<file path="config.mk">
export PLATFORM = sky130hd
export DESIGN_NAME = wisc_alu_flat
export DESIGN_NICKNAME = d
export VERILOG_FILES = /design/src/rtl/wisc_pkg.sv /design/src/rtl/wisc_alu_if.sv /design/src/rtl/alu_shifter.sv /design/src/rtl/wisc_alu.sv /design/src/flat_wrapper.sv
export SDC_FILE = /design/constraint.sdc
export NUM_CORES = 1
export LEC_CHECK = 0
export ABC_AREA = 1
export CAP_MARGIN = 20
export CORE_MARGIN = 5
export CORE_UTILIZATION = 56
export CTS_CLUSTER_SIZE = 10
export DETAILED_ROUTE_END_ITERATION = 8
export PLACE_DENSITY = 0.83
export SYNTH_ARGS = -nofsm -noshare
export SYNTH_HDL_FRONTEND = slang
export SYNTH_SLANG_ARGS = --single-unit
</file>
<file path="constraint.sdc">
create_clock -name clk -period 4.3 [get_ports clk]
set_input_delay 0.645 -clock clk [delete_from_list [all_inputs] [get_ports clk]]
set_output_delay 0.645 -clock clk [all_outputs]
set_load 0.005 [all_outputs]
</file>
<file path="src/rtl/wisc_pkg.sv">
// Shared WISC ISA definitions: opcode encoding and condition-flag bit positions.
package wisc_pkg;

    typedef enum logic [3:0] {
        OP_ADD    = 4'h0,
        OP_SUB    = 4'h1,
        OP_XOR    = 4'h2,
        OP_RED    = 4'h3,
        OP_SLL    = 4'h4,
        OP_SRA    = 4'h5,
        OP_ROR    = 4'h6,
        OP_PADDSB = 4'h7,
        OP_LW     = 4'h8,
        OP_SW     = 4'h9,
        OP_LLB    = 4'hA,
        OP_LHB    = 4'hB,
        OP_B      = 4'hC,
        OP_BR     = 4'hD,
        OP_PCS    = 4'hE,
        OP_HLT    = 4'hF
    } opcode_t;

    localparam int unsigned FLAG_Z = 2;
    localparam int unsigned FLAG_V = 1;
    localparam int unsigned FLAG_N = 0;

endpackage

</file>
<file path="src/rtl/wisc_alu_if.sv">
// Execute-stage ALU bus: operands and opcode in, result and registered flags out.
interface wisc_alu_if #(
    parameter int unsigned WIDTH = 16
);
    logic             en;
    logic [3:0]       opcode;
    logic [WIDTH-1:0] in1;
    logic [WIDTH-1:0] in2;
    logic [WIDTH-1:0] out;
    logic [2:0]       flags;

    modport master (output en, opcode, in1, in2, input out, flags);
    modport slave  (input en, opcode, in1, in2, output out, flags);
endinterface

</file>
<file path="src/rtl/alu_shifter.sv">
// Combinational shift/rotate unit: mode 0 = SLL, 1 = SRA, 2 = ROR.
module alu_shifter (
    input  logic [15:0] in1_i,
    input  logic [3:0]  shamt_i,
    input  logic [1:0]  mode_i,
    output logic [15:0] res_o
);

    always_comb begin
        res_o = in1_i;
        case (mode_i)
            2'd0:    res_o = in1_i << shamt_i;
            2'd1:    res_o = $signed(in1_i) >>> shamt_i;
            // A left shift by 16 (shamt 0) yields zero, so the OR is just in1.
            2'd2:    res_o = (in1_i >> shamt_i) | (in1_i << (5'd16 - {1'b0, shamt_i}));
            default: res_o = in1_i;
        endcase
    end

endmodule

</file>
<file path="src/rtl/wisc_alu.sv">
// WISC 16-bit execute ALU: combinational result plus registered {Z, V, N} flags.
module wisc_alu
    import wisc_pkg::*;
#(
    parameter int unsigned WIDTH = 16
) (
    input  logic       clk,
    input  logic       rst,
    wisc_alu_if.slave  bus
);

    opcode_t     op;
    logic [15:0] in1, in2;
    logic [15:0] add_raw, sub_raw, add_sat, sub_sat;
    logic        add_ovf, sub_ovf;
    logic [8:0]  t1, t2, t3;
    logic [15:0] red_res, padd_res, shift_res, res;
    logic [4:0]  lane;
    logic [2:0]  flags_q, flags_d;

    assign op  = opcode_t'(bus.opcode);
    assign in1 = bus.in1;
    assign in2 = bus.in2;

    // Shift mode is the low two opcode bits: SLL=4, SRA=5, ROR=6.
    alu_shifter u_shifter (
        .in1_i   (in1),
        .shamt_i (in2[3:0]),
        .mode_i  (bus.opcode[1:0]),
        .res_o   (shift_res)
    );

    always_comb begin
        add_raw = in1 + in2;
        sub_raw = in1 - in2;
        add_ovf = (in1[15] == in2[15]) && (add_raw[15] != in1[15]);
        sub_ovf = (in1[15] != in2[15]) && (sub_raw[15] != in1[15]);
        add_sat = add_ovf ? (in1[15] ? 16'h8000 : 16'h7FFF) : add_raw;
        sub_sat = sub_ovf ? (in1[15] ? 16'h8000 : 16'h7FFF) : sub_raw;

        t1      = {1'b0, in1[7:0]} + {1'b0, in2[7:0]};
        t2      = {1'b0, in1[15:8]} + {1'b0, in2[15:8]};
        t3      = t1 + t2;
        red_res = {{7{t3[8]}}, t3};

        lane     = '0;
        padd_res = '0;
        for (int unsigned k = 0; k < 4; k++) begin
            lane = {in1[4*k+3], in1[4*k +: 4]} + {in2[4*k+3], in2[4*k +: 4]};
            if (lane[4] != lane[3])
                padd_res[4*k +: 4] = lane[4] ? 4'h8 : 4'h7;
            else
                padd_res[4*k +: 4] = lane[3:0];
        end
    end

    always_comb begin
        res = '0;
        case (op)
            OP_ADD:                res = add_sat;
            OP_SUB:                res = sub_sat;
            OP_XOR:                res = in1 ^ in2;
            OP_RED:                res = red_res;
            OP_SLL, OP_SRA, OP_ROR: res = shift_res;
            OP_PADDSB:             res = padd_res;
            OP_LW, OP_SW:          res = add_raw;
            OP_LLB:                res = {in1[15:8], in2[7:0]};
            OP_LHB:                res = {in2[7:0], in1[7:0]};
            OP_PCS:                res = in1;
            default:               res = '0;
        endcase
    end

    always_comb begin
        flags_d = flags_q;
        case (op)
            OP_ADD: flags_d = {(add_sat == '0), add_ovf, add_sat[15]};
            OP_SUB: flags_d = {(sub_sat == '0), sub_ovf, sub_sat[15]};
            OP_XOR, OP_SLL, OP_SRA, OP_ROR: flags_d[FLAG_Z] = (res == '0);
            default: flags_d = flags_q;
        endcase
    end

    always_ff @(posedge clk) begin
        if (rst)
            flags_q <= '0;
        else if (bus.en)
            flags_q <= flags_d;
    end

    assign bus.out   = res;
    assign bus.flags = flags_q;

endmodule

</file>
<file path="src/flat_wrapper.sv">
// flat-port wrapper written by rule: the top's interface ports become plain ports
module wisc_alu_flat import wisc_pkg::*;
#(
    parameter int unsigned WIDTH = 16
)
  (clk, rst, bus_en, bus_opcode, bus_in1, bus_in2, bus_out, bus_flags);
  wisc_alu_if #(.WIDTH(WIDTH)) bus_i ();
  input  logic clk;
  input  logic rst;
  input wire logic [$bits(bus_i.en)-1:0] bus_en;
  input wire logic [$bits(bus_i.opcode)-1:0] bus_opcode;
  input wire logic [$bits(bus_i.in1)-1:0] bus_in1;
  input wire logic [$bits(bus_i.in2)-1:0] bus_in2;
  output wire logic [$bits(bus_i.out)-1:0] bus_out;
  output wire logic [$bits(bus_i.flags)-1:0] bus_flags;
  assign bus_i.en = bus_en;
  assign bus_i.opcode = bus_opcode;
  assign bus_i.in1 = bus_in1;
  assign bus_i.in2 = bus_in2;
  assign bus_out = bus_i.out;
  assign bus_flags = bus_i.flags;
  wisc_alu #(.WIDTH(WIDTH)) u_core (.clk(clk), .rst(rst), .bus(bus_i));
endmodule
</file>
==> results of run 1 <==
## cells in the mapped netlist (4+ instances only)
cell,n,share of area (%)
nand2_1,453,25
a21oi_1,60,4.3
and2_1,5,0.45
ha_1,41,7.4
nand2_2,9,0.81
nand2_4,7,1.1
clkbuf_1,7,0.38
nor3_1,9,0.65
o21ai_1,14,1.0
nor2_1,115,6.2
o22ai_1,13,1.2
inv_2,11,0.60
buf_4,9,0.97
o21ai_0,38,2.7
nand3_1,242,17
inv_1,154,8.3
fa_1,23,6.6
nor2_2,6,0.54
buf_6,4,0.65
buf_2,34,2.5
o211ai_1,5,0.54
xor2_1,5,0.63
nand3_2,5,0.72
or2_2,4,0.36
nand4_1,34,3.1
## repair_timing
item	4_1_cts
pin swaps	55
gates resized for setup	239
setup buffers	52
hold endpoints to repair	0
gates cloned	3
endpoints found under the setup margin	17
## logic make-up after synthesis
family                   Yosys count
flip-flops                         3
XOR/XNOR                           8
adder cells (fa/ha/maj)           64
AO/OA/AOI/OAI                    151
AND/OR/NAND/NOR                  901
buffers and inverters            221
## metrics by stage
| step | utilization, % | hold WS, ns | std cells | instance area [um2] | setup WS, ns |
|---|---|---|---|---|---|
| floorplan | - | 0.5192 | 1348 | 6938 | 0.001362 |
| global placement | 74.36 | 0.5104 | 1722 | 8969 | -0.7596 |
| detailed placement | 74.36 | 0.5144 | 1722 | 8969 | -0.7606 |
| CTS | 82.35 | 0.5233 | 1780 | 9933 | -0.04253 |
## per-layer routing
| metal | GRT overflow | track usage [%] |
|---|---|---|
| met1 | 2 | 67.11 |
| met2 | 22 | 86.14 |
| met3 | 0 | 51.14 |
| met4 | 24 | 68.42 |
| met5 | 0 | 20.96 |
==> metrics.md, run 1 <==
| Metric | Value |
|---|---|
| Mapped cell area | 6930 um2 |
| Synth Flop Type | dfxtp_1 |
| Port Buffer Count | 57 |
| Area fraction in and, or, nand and nor cells after synthesis | 58.04% |
| Crit. endpoint post-GRT repair | bus_out[2] |
| Clock buffer depth | 2 |
| Die Wd | 121.2 um |
| First error | [ERROR GRT-0232] Routing congestion too high. Check the congestion heatmap in the GUI. |
| EDFF count, synth | 0 |
| Root buf cell | clkbuf_16 |
| Stopped at | global routing |
| Cells after synthesis | 1348 |
| Outcome | stopped before the end |
| CTS buffer count | 3 |
| Total number of clock tree sinks | 3 |
| Synth warnings | 0 |
| Mux contribution to synthesized area | 0% |
| Cell Rows | 40 |
| Syn avg cell area | 5.141 um2 |
| Ys async rst share | 0% |
| Syn Nets | 1451 |
| Synth Area in Compound Gates | 12.26% |
| Adder-Cell Fraction of Synth Area | 14.05% |
| WEP type | primary output |
| Largest net degree at the start of global routing | 41 |
| Sequential area share after synthesis | 0.8666% |
| Hpwl dp | 26.40 mm |
| Starting Density | 57.46% |
| Top Ports | 58 |
| Unique masters post-synth | 47 |
| Chip height | 121.2 um |
| H-tree Lvls | 1 |
| RePlAce Congestion | 1.149 |
| CTS Hold Bufs | 0 |
| Total GRT Usage | 68.07% |
| Total grt overflow | 48 |
| Synth Register Bits | 3 |
| Main combinational cell family by area after synthesis | simple AND/OR/NAND/NOR gates |
| Post-Synth XOR/XNOR Area | 1.011% |
==> run 2, diff against run 1 <==
--- a/config.mk
+++ b/config.mk
@@ -8,10 +8,9 @@
 export ABC_AREA = 1
 export CAP_MARGIN = 20
 export CORE_MARGIN = 5
-export CORE_UTILIZATION = 56
-export CTS_CLUSTER_SIZE = 10
+export CORE_UTILIZATION = 40
 export DETAILED_ROUTE_END_ITERATION = 8
-export PLACE_DENSITY = 0.83
+export PLACE_DENSITY_LB_ADDON = 0.15
 export SYNTH_ARGS = -nofsm -noshare
 export SYNTH_HDL_FRONTEND = slang
 export SYNTH_SLANG_ARGS = --single-unit
==> constraint.sdc (replaced) <==
create_clock -name clk -period 5.6 [get_ports clk]
set_input_delay 0.84 -clock clk [delete_from_list [all_inputs] [get_ports clk]]
set_output_delay 0.84 -clock clk [all_outputs]
set_load 0.005 [all_outputs]
==> metrics.md, run 2 <==
| Metric | Value |
|---|---|
| Reg2reg path depth | 4 |
| CP endpoint kind | output pin |
| Die Wd | 141.6 um |
| Unique masters post-synth | 47 |
| Adder-Cell Fraction of Synth Area | 14.05% |
| Starting Density | 40.35% |
| Maximum VDD drop | 0.1778 mV |
| Total GRT Usage | 32.71% |
| Vias per cell | 5.649 |
| Clk_skew | 0 ns |
| Worst Tran Pin Value | 0.6405 ns |
| Max reg flops | 3 |
| Worst hold-check path type | register to register |
| N_diodes | 0 |
| Max-slew violation count | 0 |
| Arrival @ worst endpoint | 4.60 ns |
| Worst-path clk slew | 0.03 ns |
| Cells after synthesis | 1348 |
| Mux contribution to synthesized area | 0% |
| Cell Rows | 48 |
| Fin crit share | 97.11% |
| Root buf cell | clkbuf_16 |
| HP Start | u_core.bus.flags[2]$_SDFFE_PP0P_ |
| Number of global-route vias before repair | 8874 |
| Fraction of layout cells with a size suffix above 1 | 12.88% |
| Core Region | 17180 um2 |
| R2r startpoint | u_core.bus.flags[0]$_SDFFE_PP0P_ |
| Post-Synth XOR/XNOR Area | 1.011% |
| Worst hold path cell count | 2 |
| CTS buffer count | 3 |
| CTS tree | built |
| Hpwl dp | 27.60 mm |
| Post-route insts no fill | 1685 |
| Port Buffer Count | 57 |
| Area leader, netlist | nand2_1 |
| Mapped cell area | 6930 um2 |
| Filler cell count | 1956 |
| Highest attainable clock frequency | 183.9 MHz |
| RR Endpoint | u_core.bus.flags[0]$_SDFFE_PP0P_ |
| CP required | 4.76 ns |
| Pwr Density | 150.2 nW/um2 |
| Total power | 1273 uW |
| Static leakage | 0.004609 uW |
| Synth Flop Type | dfxtp_1 |
| Kind of critical path | input pin to output pin |
| Pre-CTS WS | 0.02416 ns |
| Placed Cells | 1677 |
| Final Hold Fails | 0 |
| Synth Area in Compound Gates | 12.26% |
| H-tree Lvls | 1 |
| RSZ-0062 raised after global routing | yes |
| Synth warnings | 0 |
| Most instantiated cells after synthesis | nand2_1, nand3_1, inv_1 |
| Outcome | finished, final reports clean |
| Antenna viol nets, final | 0 |
| WL final | 33.45 mm |
| WHS Endpoint | u_core.bus.flags[2]$_SDFFE_PP0P_ |
| Commonest non-fill, non-tap cell in the layout | nand2_1 |
| 1st-pass router iterations | 7 |
| Skew-Pair Late Insertion Delay | 0.22 ns |
| Post-synth top area share | 24.54% |
| Final Worst Setup Slack | 0.1618 ns |
| Drt initial violations | 1116 |
| Chip height | 141.6 um |
| Total grt overflow | 0 |
| Top Ports | 58 |
| Final setup viols | 0 |
| Commonest cells after routing, fill and taps aside | nand2_1, nand3_1, inv_1, nor2_1, buf_4 |
| Layout Nets | 1564 |
| Main combinational cell family by area after synthesis | simple AND/OR/NAND/NOR gates |
| Largest net degree at the start of global routing | 41 |
| Initial antenna violation count | 0 |
| RePlAce Congestion | 1.027 |
| Min cycle time layout | 5.438 ns |
| CP max FO | 3 |
| EDFF count, synth | 0 |
| Syn avg cell area | 5.141 um2 |
| Most common cell in the netlist | nand2_1 |
| Ys async rst share | 0% |
| First-pass GRT wire length | 50.76 mm |
| Die Area | 20060 um2 |
| Sequential area share after synthesis | 0.8666% |
| Crit start category | input pin |
| Total number of clock tree sinks | 3 |
| R2R Setup Slk | 4.94 ns |
| Clock buffer depth | 2 |
| Area fraction in and, or, nand and nor cells after synthesis | 58.04% |
| Vias | 9519 |
| Relative slew slack | 57.14% |
| Max_cap viols | 0 |
| Syn Nets | 1451 |
| Top cells by area, synth | nand2_1, nand3_1, inv_1 |
| DR WL/cell | 19.85 um |
| # DRC | 0 |
| Synth Register Bits | 3 |
| Area grow syn2layout | 22.24% |
## run 2: routing by layer
layer | track usage [%] | wire (um) | up-vias
met5 | 0 | 0 | -
met4 | 20.30 | 2586 | 0
met3 | 2.393 | 2200 | 111
met2 | 53.20 | 15160 | 455
met1 | 42.08 | 13500 | 4324
li1 | - | - | 4629
## run 2: final cells by class
cell class | instances | area (um2) | area share, %
Clock buffer | 4 | 78.83 | 0.9304
Inverter | 166 | 625.6 | 7.384
Multi-Input combinational cell | 1124 | 6011 | 70.95
Sequential cell | 3 | 60.06 | 0.7089
Tap cell | 225 | 281.5 | 3.323
Timing Repair Buffer | 163 | 1415 | 16.70
## run 2: worst max-delay path by stage
stage,start,endpoint
2_1_floorplan,bus_in2[2],bus_out[10]
3_3_place_gp,bus_in1[5],bus_out[11]
3_5_place_dp,bus_in1[5],bus_out[11]
4_1_cts,bus_in1[5],bus_out[11]
5_1_grt,bus_in1[8],bus_out[0]
6_report,bus_in2[9],bus_out[3]
## run 2: per-stage QoR
step	TNS, ns	utilization [%]	hold WS (ns)	instance area (um2)
4_1_cts	0	48.53	0.5397	8335
3_3_place_gp	0	48.07	0.5261	8257
5_1_grt	-0.1473	49.32	0.5903	8472
3_5_place_dp	0	48.07	0.5377	8257
6_report	0	49.32	0.5365	8472
2_1_floorplan	0	-	0.5192	6930
## run 2: report_power, final
part | internal (uW) | switching [uW] | leakage, uW
logic | 431 | 704 | 0.00455
clock network | 94.0 | 20.5 | 0.0000382
registers | 22.5 | 0.445 | 0.0000245
## run 2: repair_timing
action,4_1_cts,5_1_grt
hold buffers,0,0
setup buffers,0,4
endpoints found under the setup margin,0,16
resized for setup,0,35
## run 2: kinds of logic (layout without fill, tap and decap cells)
kind of cell | Yosys count | after routing
fa+ha+maj | 64 | 64
compound gates | 151 | 151
buf+inv | 221 | 333
xor+xnor | 8 | 8
simple gates | 901 | 901
flops | 3 | 3
## run 2: critical path: stages
cell,delay [ns]
clkdlybuf4s50_1,0.52
inv_1,0.11
fa_1,0.50
fa_1,0.49
inv_1,0.04
ha_1,0.23
fa_1,0.47
or2_2,0.31
nand2_1,0.06
o22ai_1,0.05
nor2_1,0.14
nand4_1,0.11
nor2_1,0.10
nand3_1,0.14
clkdlybuf4s50_1,0.48
No activity file was read; power rests on OpenSTA's default activity.
==> run 3, diff against run 2 <==
--- a/config.mk
+++ b/config.mk
@@ -13,4 +13,5 @@
 export PLACE_DENSITY_LB_ADDON = 0.15
 export SYNTH_ARGS = -nofsm -noshare
 export SYNTH_HDL_FRONTEND = slang
+export SYNTH_HIERARCHICAL = 1
 export SYNTH_SLANG_ARGS = --single-unit
==> metrics.md, run 3 <==
| Metric | Value |
|---|---|
| Outcome | finished, final reports clean |
| Relative slew slack | 46.38% |
| Sw Pwr | 707.0 uW |
| H-tree Lvls | 1 |
| Top cells by area, synth | nand2_1, nand3_1, inv_1 |
| Pwr Density | 147.0 nW/um2 |
| Unique masters post-synth | 49 |
| CP max FO | 4 |
| Highest attainable clock frequency | 183.0 MHz |
| Post-detailed-placement cell area | 8134 um2 |
| Clock power frac | 9.1% |
| Syn Nets | 1514 |
| Root buf cell | clkbuf_16 |
| RePlAce Congestion | 0.9976 |
| Hold Worst Slack | 0.5060 ns |
| Vias per cell | 5.675 |
| CTS buffer count | 3 |
| RR Endpoint | u_core/bus.flags[2]$_SDFFE_PP0P_ |
| Area leader, netlist | nand2_1 |
| R2R Setup Slk | 4.94 ns |
| Sequential area share after synthesis | 0.8515% |
| DR WL/cell | 18.42 um |
| Chip height | 142.8 um |
| Worst-path clk slew | 0.03 ns |
| Clk_skew | 0 ns |
| Synth Register Bits | 3 |
| Cells after synthesis | 1408 |
| Skew-Pair Late Insertion Delay | 0.22 ns |
| CTS Hold Bufs | 0 |
| WL final | 31.49 mm |
| Worst Tran Pin Value | 0.8014 ns |
| Number of global-route vias before repair | 8889 |
| Fin crit share | 97.57% |
| Post-synth top area share | 27.99% |
| Largest net degree at the start of global routing | 35 |
| Kind of critical path | input pin to output pin |
| Syn avg cell area | 5.009 um2 |
| Max_cap viols | 0 |
| Port Buffer Count | 57 |
| 1st-pass router iterations | 7 |
| Worst hold-check path type | register to register |
| Vias | 9698 |
| WHS Endpoint | u_core/bus.flags[0]$_SDFFE_PP0P_ |
| Final Hold Fails | 0 |
| Die Area | 20390 um2 |
| CTS tree | built |
| Initial antenna violation count | 0 |
| Starting Density | 40.78% |
| Synth Flop Type | dfxtp_1 |
| Die Wd | 142.8 um |
| Cells along the critical path | clkdlybuf4s50_1 -> inv_1 -> buf_4 -> fa_1 -> fa_1 -> inv_1 -> ha_1 -> inv_1 -> fa_1 -> inv_2 -> nand4_1 -> nand3_1 -> nand2_1 -> nand3_1 -> nand3_1 -> nor2_1 -> nand2_1 -> clkdlybuf4s50_1 |
| Max-slew violation count | 0 |
| Min cycle time layout | 5.464 ns |
| Maximum VDD drop | 0.1647 mV |
| CP max-delay cell | clkdlybuf4s50_1 |
| Fraction of layout cells with a size suffix above 1 | 9.232% |
| Reg power frac | 1.9% |
| Crit-path max cell delay | 0.51 ns |
| Reg2reg path depth | 2 |
| Synth warnings | 6 |
| EDFF count, synth | 0 |
| Area grow syn2layout | 18.20% |
| Antenna viol nets, final | 0 |
| Commonest cells after routing, fill and taps aside | nand2_1, nand3_1, inv_1, nor2_1, buf_4 |
| Total GRT Usage | 30.02% |
| Clock buffer depth | 2 |
| Crit start category | input pin |
| Arrival @ worst endpoint | 4.62 ns |
| Ys async rst share | 0% |
| Sw frac | 57.71% |
| Worst hold path cell count | 2 |
| CP required | 4.76 ns |
| # DRC | 0 |
| Core Region | 17300 um2 |
| N_diodes | 0 |
| Combinational share of power | 89.0% |
| Max reg flops | 3 |
| R2r startpoint | u_core/bus.flags[2]$_SDFFE_PP0P_ |
| RSZ-0062 raised after global routing | yes |
| Static leakage | 0.004688 uW |
| First-pass GRT wire length | 48.69 mm |
| Finished Cell Area | 8337 um2 |
| Hpwl dp | 26.21 mm |
| Most common cell in the netlist | nand2_1 |
| Total grt overflow | 0 |
| Most instantiated cells after synthesis | nand2_1, nand3_1, inv_1 |
| Largest delay contributor family on the critical path | adder cells |
| Commonest non-fill, non-tap cell in the layout | nand2_1 |
| Mapped cell area | 7053 um2 |
| Filler cell count | 2012 |
| Cell Int Power | 518.2 uW |
| Cell Rows | 48 |
| Top Ports | 58 |
| WP buf/inv | 7 |
| HP Start | u_core/bus.flags[0]$_SDFFE_PP0P_ |
| Total number of clock tree sinks | 3 |
| Layout Nets | 1591 |
| Drt initial violations | 1227 |
| Final setup viols | 0 |
| CP endpoint kind | output pin |
==> run 3: cell families after synthesis <==
group / share of synthesized area, %
AO/OA/AOI/OAI: 10.22
XOR/XNOR: 0.4968
adder cells (fa/ha/maj): 14.33
buffers and inverters: 13.75
flip-flops: 0.8516
AND/OR/NAND/NOR: 60.35
==> run 3: layout make-up <==
type	instances	area, um2	area share, %
Multi-Input combinational cell	1180	6103	73.21
Timing Repair Buffer	125	1167	14.00
Inverter	172	645.6	7.744
Tap cell	225	281.5	3.377
Clock buffer	4	78.83	0.9455
Sequential cell	3	60.06	0.7204
==> run 3: how the worst max path moves through the flow <==
stage | start | endpoint | slack [ns] | cells after the start
final | bus_in2[1] | bus_out[7] | 0.14 | 18
after global routing | bus_in1[1] | bus_out[7] | -0.03 | 22
after CTS | bus_in2[2] | bus_out[3] | 0.04 | 23
after detailed placement | bus_in2[2] | bus_out[3] | 0.05 | 23
after global placement | bus_in2[2] | bus_out[11] | 0.1 | 18
after floorplan | bus_in2[2] | bus_out[9] | 1.28 | 21
==> run 3: worst register-to-register path: stages (launching register included) <==
cell and delay [ns]:
dfxtp_1 0.30, o21ai_0 0.18, a21oi_1 0.06
==> run 3: per-stage QoR <==
stage	utilization [%]	std cells	worst slack [ns]	setup TNS [ns]	total power, uW
2_1_floorplan	-	1408	1.280	0	697.5
3_3_place_gp	47.03	1704	0.09913	0	1059
3_5_place_dp	47.03	1704	0.05002	0	1061
4_1_cts	47.48	1708	0.04081	0	1181
5_1_grt	48.20	1709	-0.03133	-0.1584	1344
6_report	48.20	1709	0.1362	0	1225
==> run 3: timing repair <==
action,4_1_cts,5_1_grt
endpoints found under the setup margin,0,16
hold endpoints to repair,0,0
buffers inserted,0,1
gates resized for setup,0,41
==> run 3: power by group through the flow <==
stage | Clock, uW | Sequential, uW | Combinational (uW)
finish | 112 | 22.9 | 1090
global route | 118 | 23.0 | 1200
CTS | 114 | 22.9 | 1040
detailed placement | 0 | 23.2 | 1040
global placement | 0 | 23.2 | 1040
floorplan | 0 | 23.2 | 674
==> run 3: routing by layer <==
metal  up-vias  track usage (%)  share of wire [%]
met5         -                0                  0
met4         0            5.603                1.9
met3        38            4.421                 11
met2       506            46.09                 43
met1      4426            44.78                 45
li1       4728                -                  -
==> run 4, diff against run 3 <==
--- a/config.mk
+++ b/config.mk
@@ -7,10 +7,12 @@
 export LEC_CHECK = 0
 export ABC_AREA = 1
 export CAP_MARGIN = 20
+export CORE_ASPECT_RATIO = 0.8
 export CORE_MARGIN = 5
 export CORE_UTILIZATION = 40
 export DETAILED_ROUTE_END_ITERATION = 8
 export PLACE_DENSITY_LB_ADDON = 0.15
+export SLEW_MARGIN = 20
 export SYNTH_ARGS = -nofsm -noshare
 export SYNTH_HDL_FRONTEND = slang
 export SYNTH_HIERARCHICAL = 1
==> metrics.md, run 4 (synthesis gave the netlist of run 3 again) <==
| Metric | Value |
|---|---|
| Outcome | finished, final reports clean |
| Maximum VDD drop | 0.08622 mV |
| Final Hold Fails | 0 |
| Crit start category | input pin |
| Vias | 9892 |
| Relative slew slack | 49.65% |
| Worst hold-check path type | register to register |
| Finished Cell Area | 8411 um2 |
| Chip height | 128.8 um |
| CP max FO | 7 |
| Number of global-route vias before repair | 8751 |
| Clk_skew | 0 ns |
| DR WL/cell | 19.35 um |
| Antenna viol nets, final | 0 |
| Commonest cells after routing, fill and taps aside | nand2_1, nand3_1, inv_1, nor2_1, buf_4 |
| Max reg flops | 3 |
| Static leakage | 0.004695 uW |
| Hpwl dp | 27.22 mm |
| Starting Density | 40.71% |
| Initial antenna violation count | 0 |
| Cells along the critical path | clkdlybuf4s50_1 -> buf_4 -> inv_1 -> fa_1 -> fa_1 -> inv_1 -> ha_1 -> nand3_1 -> nand2_2 -> nand3_1 -> nand2_1 -> nand2_1 -> nand3_4 -> nand3_1 -> a21o_1 -> nor2_1 -> inv_1 -> clkdlybuf4s50_1 |
| Layout Nets | 1597 |
| Total GRT Usage | 31.58% |
| Die Wd | 158.5 um |
| Crit-path max cell delay | 0.56 ns |
| CP max-delay cell | fa_1 |
| Post-detailed-placement cell area | 8147 um2 |
| Die Area | 20400 um2 |
| CTS buffer count | 3 |
| Highest attainable clock frequency | 184.1 MHz |
| Port Buffer Count | 57 |
| Final Worst Setup Slack | 0.1670 ns |
| Skew-Pair Late Insertion Delay | 0.22 ns |
| Total grt overflow | 0 |
| Largest net degree at the start of global routing | 35 |
| Kind of critical path | input pin to output pin |
| 1st-pass router iterations | 6 |
| Top Ports | 58 |
| Pre-CTS WS | -0.05360 ns |
| Clock buffer depth | 2 |
| Pwr Density | 150.3 nW/um2 |
| N_diodes | 0 |
| Min cycle time layout | 5.433 ns |
| Arrival @ worst endpoint | 4.59 ns |
| WL final | 33.19 mm |
| Fin crit share | 97.02% |
| Commonest non-fill, non-tap cell in the layout | nand2_1 |
| H-tree Lvls | 1 |
| Final setup viols | 0 |
| Max-slew violation count | 0 |
| Drt initial violations | 1608 |
| Worst Tran Pin Value | 0.7525 ns |
| CP endpoint kind | output pin |
| First-pass GRT wire length | 50.25 mm |
| Vias per cell | 5.768 |
| Core Region | 17320 um2 |
| Fraction of layout cells with a size suffix above 1 | 10.07% |
| Cell Rows | 43 |
| Max_cap viols | 0 |
| CTS Hold Bufs | 0 |
| Total number of clock tree sinks | 3 |
| # DRC | 0 |
| RePlAce Congestion | 0.9989 |
| Area grow syn2layout | 19.25% |
| Root buf cell | clkbuf_16 |
| CTS tree | built |
| CP required | 4.76 ns |
| Filler cell count | 1962 |
| Worst-path clk slew | 0.03 ns |
| Setup TNS | 0 ns |
-- run 4: final cells by class --
| cell class | count | area (um2) | area share [%] |
|---|---|---|---|
| Timing Repair Buffer | 131 | 1189 | 14.13 |
| Clock buffer | 4 | 78.83 | 0.9372 |
| Tap cell | 225 | 281.5 | 3.347 |
| Multi-Input combinational cell | 1180 | 6152 | 73.15 |
| Sequential cell | 3 | 60.06 | 0.7141 |
| Inverter | 172 | 649.4 | 7.721 |
-- run 4: critical path, delay by kind of cell --
kind	cells	cell delay [ns]
buffers and inverters	6	1.34
AO/OA/AOI/OAI	1	0.16
AND/OR/NAND/NOR	8	0.88
adder cells (fa/ha/maj)	3	1.36
-- run 4: metal layers --
layer / global-route usage (%) / routed length (um)
met1: 49.89 / 15300
met2: 43.44 / 12880
met3: 8.104 / 4533
met4: 4.012 / 478
met5: 0.4762 / 0
-- run 4: per-stage QoR --
stage	power (uW)	utilization (%)	hold slack, ns	std cells
CTS	1199	47.48	0.5059	1713
global route	1373	48.55	0.5546	1715
floorplan	697.5	-	0.4899	1408
detailed placement	1079	47.02	0.4977	1709
finish	1264	48.55	0.5066	1715
global placement	1082	47.02	0.4858	1709
-- run 4: path summary, 6_finish.rpt --
path,startpoint,slack (ns),cells past startpoint,end
min reg2reg,u_core/bus.flags[0]$_SDFFE_PP0P_,0.51,2,u_core/bus.flags[0]$_SDFFE_PP0P_
max,bus_in1[2],0.17,18,bus_out[14]
max reg2reg,u_core/bus.flags[2]$_SDFFE_PP0P_,4.95,2,u_core/bus.flags[2]$_SDFFE_PP0P_
min,u_core/bus.flags[0]$_SDFFE_PP0P_,0.51,2,u_core/bus.flags[0]$_SDFFE_PP0P_
-- run 4: repair_timing --
item | in CTS | in global routing
setup endpoints to repair | 9 | 16
buffers inserted | 0 | 2
pin swaps | 0 | 5
gates resized for setup | 1 | 50
-- run 4: report_power, final --
group          internal [uW]  switching, uW
clock network           93.8           18.1
registers               22.5          0.420
logic                    405            723
total                    522            742
